## config.mk

```make
export PLATFORM = sky130hd
export DESIGN_NAME = cmd_frame_tx
export DESIGN_NICKNAME = d
export VERILOG_FILES = /design/src/rtl/cmd_frame_tx_pkg.sv /design/src/rtl/cmd_frame_timer.sv /design/src/rtl/cmd_frame_tx.sv
export SDC_FILE = /design/constraint.sdc
export NUM_CORES = 1
export LEC_CHECK = 0
export CORE_UTILIZATION = 45
export CTS_BUF_LIST = sky130_fd_sc_hd__clkbuf_2
export DETAILED_ROUTE_END_ITERATION = 16
export HOLD_SLACK_MARGIN = 0.1
export PLACE_DENSITY = 0.74
export SLEW_MARGIN = 20
export SYNTH_ARGS = -nofsm -noshare
export SYNTH_HDL_FRONTEND = slang
export SYNTH_SLANG_ARGS = --single-unit
```

## constraint.sdc

```tcl
create_clock -name clk -period 2.9 [get_ports clk]
set_clock_uncertainty 0.05 [all_clocks]
set_input_delay 0.58 -clock clk [delete_from_list [all_inputs] [get_ports clk]]
set_output_delay 0.58 -clock clk [all_outputs]
set_load 0.01 [all_outputs]
```

## src/rtl/cmd_frame_tx_pkg.sv

```systemverilog
// ------------------------------------------------------------------
// cmd_frame_tx_pkg : opcodes, frame headers, length tables, FSM state
// Rev 1.0
// ------------------------------------------------------------------
`default_nettype none

package cmd_frame_tx_pkg;

   typedef enum logic [1:0] {
      OP_RF_WR   = 2'b00,
      OP_RF_RD   = 2'b01,
      OP_ALU_OP  = 2'b10,
      OP_ALU_NOP = 2'b11
   } cmd_op_e;

   localparam logic [7:0] HDR_RF_WR   = 8'hAA;
   localparam logic [7:0] HDR_RF_RD   = 8'hBB;
   localparam logic [7:0] HDR_ALU_OP  = 8'hCC;
   localparam logic [7:0] HDR_ALU_NOP = 8'hDD;

   // Indexed by opcode: entry 0 is RF_WR, entry 3 is ALU_NOP.
   localparam logic [3:0][2:0] FRAME_LEN_TBL = {3'd2, 3'd4, 3'd2, 3'd3};
   localparam logic [3:0][1:0] RESP_LEN_TBL  = {2'd2, 2'd2, 2'd1, 2'd0};

   typedef enum logic [2:0] {
      S_IDLE      = 3'd0,
      S_OFFER     = 3'd1,
      S_WAIT_ACC  = 3'd2,
      S_WAIT_DONE = 3'd3,
      S_RESP      = 3'd4,
      S_FINISH    = 3'd5
   } state_e;

   function automatic logic [2:0] frame_len(input cmd_op_e op);
      return FRAME_LEN_TBL[op];
   endfunction

   function automatic logic [1:0] resp_len(input cmd_op_e op);
      return RESP_LEN_TBL[op];
   endfunction

endpackage

`default_nettype wire

```

## src/rtl/cmd_frame_timer.sv

```systemverilog
// ------------------------------------------------------------------
// cmd_frame_timer : loadable, saturating response-timeout down-counter
// Rev 1.0
// ------------------------------------------------------------------
`default_nettype none

module cmd_frame_timer #(
   parameter int TIMEOUT_CYC = 4096
) (
   input  logic clk,
   input  logic rst_n,
   input  logic load,
   input  logic dec,
   output logic expired
);

   localparam int CNT_W = (TIMEOUT_CYC > 1) ? $clog2(TIMEOUT_CYC) : 1;
   // Loading one less than the limit makes expiry land TIMEOUT_CYC cycles
   // after the busy level fell, counting the cycle the FSM samples it.
   localparam logic [CNT_W-1:0] RELOAD = CNT_W'(TIMEOUT_CYC - 1);

   logic [CNT_W-1:0] cnt;

   always_ff @(posedge clk or negedge rst_n) begin
      if (!rst_n) begin
         cnt <= '0;
      end else if (load) begin
         cnt <= RELOAD;
      end else if (dec && (cnt != '0)) begin
         cnt <= cnt - 1'b1;
      end
   end

   assign expired = (cnt == '0);

endmodule

`default_nettype wire

```

## src/rtl/cmd_frame_tx.sv

```systemverilog
// ------------------------------------------------------------------
// cmd_frame_tx : command framer over a byte UART with response capture
// Rev 1.0
// ------------------------------------------------------------------
`default_nettype none

module cmd_frame_tx
   import cmd_frame_tx_pkg::*;
#(
   parameter int DATA_WIDTH  = 8,
   parameter int RF_ADDR     = 4,
   parameter int TIMEOUT_CYC = 4096
) (
   input  logic                    clk,
   input  logic                    rst_n,
   input  logic                    cmd_valid,
   output logic                    cmd_ready,
   input  logic [1:0]              cmd_op,
   input  logic [RF_ADDR-1:0]      cmd_addr,
   input  logic [DATA_WIDTH-1:0]   cmd_wdata,
   input  logic [DATA_WIDTH-1:0]   cmd_a,
   input  logic [DATA_WIDTH-1:0]   cmd_b,
   input  logic [3:0]              cmd_fun,
   output logic [DATA_WIDTH-1:0]   tx_p_data,
   output logic                    tx_valid,
   input  logic                    tx_busy,
   input  logic [DATA_WIDTH-1:0]   rx_p_data,
   input  logic                    rx_valid,
   output logic [2*DATA_WIDTH-1:0] resp_data,
   output logic                    resp_valid,
   output logic                    timeout_err,
   output logic                    frame_busy
);

   state_e                state, state_nxt;
   cmd_op_e               op_q, op_in;
   logic [DATA_WIDTH-1:0] frame_q   [4];
   logic [DATA_WIDTH-1:0] frame_new [4];
   logic [1:0]            byte_idx;
   logic [1:0]            rx_cnt;
   logic [1:0]            last_idx;
   logic [1:0]            resp_last;
   logic [DATA_WIDTH-1:0] rx_lo;
   logic                  handshake;
   logic                  byte_done;
   logic                  last_byte;
   logic                  rx_take;
   logic                  rx_final;
   logic                  tmr_load;
   logic                  tmr_dec;
   logic                  tmr_expired;

   assign op_in     = cmd_op_e'(cmd_op);
   assign last_idx  = 2'(frame_len(op_q) - 3'd1);
   assign resp_last = resp_len(op_q) - 2'd1;
   assign handshake = (state == S_IDLE) && cmd_valid;
   assign byte_done = (state == S_WAIT_DONE) && !tx_busy;
   assign last_byte = (byte_idx == last_idx);
   assign rx_take   = (state == S_RESP) && rx_valid;
   assign rx_final  = rx_take && (rx_cnt == resp_last);
   assign tmr_load  = (byte_done && last_byte && (op_q != OP_RF_WR)) || rx_take;
   assign tmr_dec   = (state == S_RESP);

   assign cmd_ready  = (state == S_IDLE);
   assign frame_busy = (state != S_IDLE);

   // Frame image built from the live command fields; latched on handshake.
   always_comb begin
      for (int i = 0; i < 4; i++) begin
         frame_new[i] = '0;
      end
      unique case (op_in)
         OP_RF_WR: begin
            frame_new[0] = DATA_WIDTH'(HDR_RF_WR);
            frame_new[1] = DATA_WIDTH'(cmd_addr);
            frame_new[2] = cmd_wdata;
         end
         OP_RF_RD: begin
            frame_new[0] = DATA_WIDTH'(HDR_RF_RD);
            frame_new[1] = DATA_WIDTH'(cmd_addr);
         end
         OP_ALU_OP: begin
            frame_new[0] = DATA_WIDTH'(HDR_ALU_OP);
            frame_new[1] = cmd_a;
            frame_new[2] = cmd_b;
            frame_new[3] = DATA_WIDTH'(cmd_fun);
         end
         OP_ALU_NOP: begin
            frame_new[0] = DATA_WIDTH'(HDR_ALU_NOP);
            frame_new[1] = DATA_WIDTH'(cmd_fun);
         end
         default: ;
      endcase
   end

   always_ff @(posedge clk or negedge rst_n) begin
      if (!rst_n) begin
         state <= S_IDLE;
      end else begin
         state <= state_nxt;
      end
   end

   always_comb begin
      state_nxt   = state;
      tx_valid    = 1'b0;
      tx_p_data   = '0;
      resp_valid  = 1'b0;
      timeout_err = 1'b0;
      unique case (state)
         S_IDLE: begin
            if (cmd_valid) state_nxt = S_OFFER;
         end
         S_OFFER: begin
            if (!tx_busy) begin
               tx_valid  = 1'b1;
               tx_p_data = frame_q[byte_idx];
               state_nxt = S_WAIT_ACC;
            end
         end
         S_WAIT_ACC: begin
            if (tx_busy) begin
               state_nxt = S_WAIT_DONE;
            end else begin
               tx_valid  = 1'b1;
               tx_p_data = frame_q[byte_idx];
            end
         end
         S_WAIT_DONE: begin
            if (!tx_busy) begin
               if (!last_byte)             state_nxt = S_OFFER;
               else if (op_q == OP_RF_WR)  state_nxt = S_FINISH;
               else                        state_nxt = S_RESP;
            end
         end
         S_RESP: begin
            // A byte arriving on the expiry cycle wins over the timeout.
            if (rx_valid) begin
               if (rx_final) state_nxt = S_FINISH;
            end else if (tmr_expired) begin
               timeout_err = 1'b1;
               state_nxt   = S_IDLE;
            end
         end
         S_FINISH: begin
            resp_valid = 1'b1;
            state_nxt  = S_IDLE;
         end
         default: state_nxt = S_IDLE;
      endcase
   end

   always_ff @(posedge clk or negedge rst_n) begin
      if (!rst_n) begin
         op_q      <= OP_RF_WR;
         byte_idx  <= '0;
         rx_cnt    <= '0;
         rx_lo     <= '0;
         resp_data <= '0;
         for (int i = 0; i < 4; i++) begin
            frame_q[i] <= '0;
         end
      end else begin
         if (handshake) begin
            op_q     <= op_in;
            byte_idx <= '0;
            rx_cnt   <= '0;
            for (int i = 0; i < 4; i++) begin
               frame_q[i] <= frame_new[i];
            end
         end
         if (byte_done && !last_byte) begin
            byte_idx <= byte_idx + 2'd1;
         end
         if (byte_done && last_byte && (op_q == OP_RF_WR)) begin
            resp_data <= '0;
         end
         // resp_data changes only on completion so a timeout leaves it intact.
         if (rx_take) begin
            rx_cnt <= rx_cnt + 2'd1;
            if (!rx_final) begin
               rx_lo <= rx_p_data;
            end else if (op_q == OP_RF_RD) begin
               resp_data <= {{DATA_WIDTH{1'b0}}, rx_p_data};
            end else begin
               resp_data <= {rx_p_data, rx_lo};
            end
         end
      end
   end

   cmd_frame_timer #(
      .TIMEOUT_CYC (TIMEOUT_CYC)
   ) u_timer (
      .clk     (clk),
      .rst_n   (rst_n),
      .load    (tmr_load),
      .dec     (tmr_dec),
      .expired (tmr_expired)
   );

endmodule

`default_nettype wire

```

==> impl_metrics.py <==
metrics = {
    "floorplan": {
        "io_pins": 76,
        "start_util_pct": 46.4,
        "fp-row-count": 32,
        "core_area_um2": 7690,
        "die_w_um": 91,
        "dieArea_um2": 8280,
        "die_h_um": 91,
    },
    "yosys": {
        "synth_top_family_by_area": "simple AND/OR/NAND/NOR gates",
        "synth_area_leaders": "dfrtp_1 (48%), mux2i_1 (7.6%), nand2_1 (4.6%)",
        "synthSimpleGateAreaFrac_pct": 21.6,
        "synth_top_cell_area_share_pct": 48.4,
        "yosysTopAreaCell": "dfrtp_1",
        "ys_warn_count": 0,
        "synthDistinctLibCells": 50,
        "synthMuxAreaShare_pct": 12.6,
        "synth_fp_nets": 394,
        "synth_seq_area_share_pct": 48.4,
        "syn-cell-area_um2": 3560,
        "synth_edf_count": 0,
        "netlist_top_cells_count": "dfrtp_1 (69), nand2_1 (44), mux2i_1 (27), o21ai_1 (19), clkbuf_1 (17)",
        "syn_inst": 345,
        "yosysMostFrequentCell": "dfrtp_1",
        "async_flop_share_pct": 100,
        "synthAdderAreaFrac_pct": 0.702,
        "yosys_register_bits": 69,
        "synthFlopType": "dfrtp_1",
        "synth-compound-area-share_pct": 12.5,
        "synth_xor_area_share_pct": 0.491,
        "avgSynthCellArea_um2": 10.3,
    },
    "setup_path": {
        "required_ns": 2.27,
        "crit_chain": "xnor2_1 > or3_4 > nor2_1 > clkdlybuf4s50_1",
        "cpMaxStageDelayCell": "clkdlybuf4s50_1",
        "critical_path_arrival_ns": 2.17,
        "worst-setup-path-type": "reg -> out",
        "critPathMaxStageDelay_ns": 0.54,
        "endpoint_kind": "output pin",
        "rr_startpoint": "state[2]",
        "cp-startpoint": "state[1]",
        "worst-path-max-fanout": 8,
        "cp-start-kind": "flop",
    },
    "timing": {
        "slew_headroom_pct": 57.9,
        "finalCriticalPeriod_ns": 2.80,
        "min_period_over_period_pct": 96.6,
        "finalHoldViolCount": 0,
        "setup_viol": 0,
        "fin_ws_ns": 0.0985,
        "worst_pin_slew_ns": 0.629,
        "fmax_mhz": 357,
        "setup_tns_ns": 0,
        "holdWs_ns": 0.450,
        "maxSlewViolCount": 0,
    },
    "routing": {
        "post_drt_wl_per_cell_um": 15.1,
        "firstDrtPassIters": 4,
        "drt_iter0_drc": 97,
        "drc": 0,
        "drt_wl_total_um": 8070,
        "ant_nets": 0,
        "viasPerCell": 5.43,
        "vias": 2907,
    },
    "finish": {
        "areaGrowthSynthToFinish_pct": 30.2,
        "drive_gt1_share_pct": 13.9,
        "num_antenna_cells": 0,
        "finalNetCount": 478,
    },
    "grt": {
        "antenna_found_initial": 0,
        "grt_use_total_pct": 20.4,
        "grt_pass1_vias": 2804,
        "overflow": 0,
        "grt_max_degree": 50,
        "grt_pass1_wl_um": 13400,
    },
    "power_and_ir_drop": {
        "peakVddDrop_mv": 0.368,
        "p_clk_share_pct": 13.8,
        "powerDensity_nw_per_um2": 703,
        "p_int_mw": 2.07,
        "power_switching_mw": 1.20,
        "finalPower_mw": 3.26,
        "sequentialPowerShare_pct": 46.3,
        "switching_share_pct": 36.6,
        "p_leak_nw": 2.11,
        "power_frac_comb_pct": 39.9,
    },
    "clock_tree": {
        "cts_tree": "built",
        "cts_buffers": 9,
        "ctsHtreeMaxLevel": 3,
        "root_buffer": "clkbuf_2",
        "clockBufferDepth": 2,
        "cts_sinks": 69,
        "clk_pin_slew_ns": 0.19,
        "clock_latency_ns": 0.50,
    },
    "worst_hold_path": {
        "hold_path_class": "in -> async",
    },
    "run": {
        "cap_violations": 0,
    },
    "status": {
        "status": "completed",
    },
    "place": {
        "place_congestion": 0.843,
        "place_hpwl_um": 5580,
        "place_ws_ns": -0.0605,
        "io_buffers": 75,
    },
}
[state kept, by name, summed over array words and instances, names as in the netlist]
register     cells
rx_lo            8
u_timer.cnt     12
op_q             2
state            3
resp_data       16
byte_idx         2
rx_cnt           2
frame_q         24
[power groups by stage]
| stage | Sequential [mW] | Clock (mW) | Combinational (mW) |
|---|---|---|---|
| 5_1_grt | 1.55 | 0.500 | 1.44 |
| 2_1_floorplan | 1.40 | 0 | 0.860 |
| 3_3_place_gp | 1.53 | 0 | 1.14 |
| 6_report | 1.51 | 0.451 | 1.30 |
| 3_5_place_dp | 1.54 | 0 | 1.16 |
| 4_1_cts | 1.51 | 0.459 | 1.23 |
[area by class of cell]
cell class / instances / area, um^2
timing repair buffer: 99 / 945
tap: 102 / 128
clock inverter: 5 / 28.8
sequential: 69 / 1730
clock buffer: 10 / 50.0
multi-input combinational: 245 / 1740
fill: 682 / 3050
inverter: 5 / 18.8
[kinds of logic (layout without fill, tap and decap cells)]
logic type      after synthesis  count (layout)
flops                        69              69
compound gates               67              67
xor+xnor                      2               2
buf+inv                      32             119
fa+ha+maj                     2               2
simple gates                134             135
mux                          39              39
[metrics by stage]
stage,instances,instance area (um^2),util (%)
after floorplan,345,3560,-
after global placement,509,4430,57.7
after detailed placement,509,4430,57.7
after CTS,528,4560,59.3
after global routing,535,4640,60.4
final,535,4640,60.4
[critical path, delay by kind of cell (launching register included)]
kind                   cells  cell delay [ns]
buffers and inverters      1             0.54
flip-flops                 1             0.49
XOR/XNOR                   1             0.18
AND/OR/NAND/NOR            2             0.50
[what timing repair did]
action                                  CTS  global route
resized for setup                         8             9
cloned                                    0             1
endpoints found under the hold margin    14             0
endpoints found under the setup margin   10             9
setup buffers                             3             6
hold buffers                              1             0
[per-layer routing]
layer,vias up,GRT usage (%),share of wire (%)
met5,-,0,0
li1,1426,-,-
met1,1395,27.6,47
met2,76,32.9,48
met4,0,7.54,1.2
met3,10,3.69,4.2
[cells in the final DEF, fill, tap and decap left out, types with 9 or more instances in the layout]
cell type        netlist  routed
buf_4                  1      23
clkbuf_2               0      10
nor2_1                12      12
dfrtp_1               69      65
nand3_1               12      12
o31ai_1               13      13
o21ai_1               19      19
or3_1                 10       9
nand2_1               44      44
clkdlybuf4s50_1        0      66
mux2i_1               27      27
[worst paths after layout]
| kind | endpoint | slack [ns] | cells after the start |
|---|---|---|---|
| setup reg to reg | u_timer.cnt[10] | 0.51 | 4 |
| hold / removal | resp_data[9] | 0.45 | 2 |
| max in group asynchronous | state[1] | 1.63 | 3 |
| setup / recovery | tx_p_data[5] | 0.1 | 4 |
| min in group clk | frame_q[9] | 0.46 | 2 |
| hold reg to reg | frame_q[9] | 0.46 | 2 |
Power figures use the tool's default switching activity.
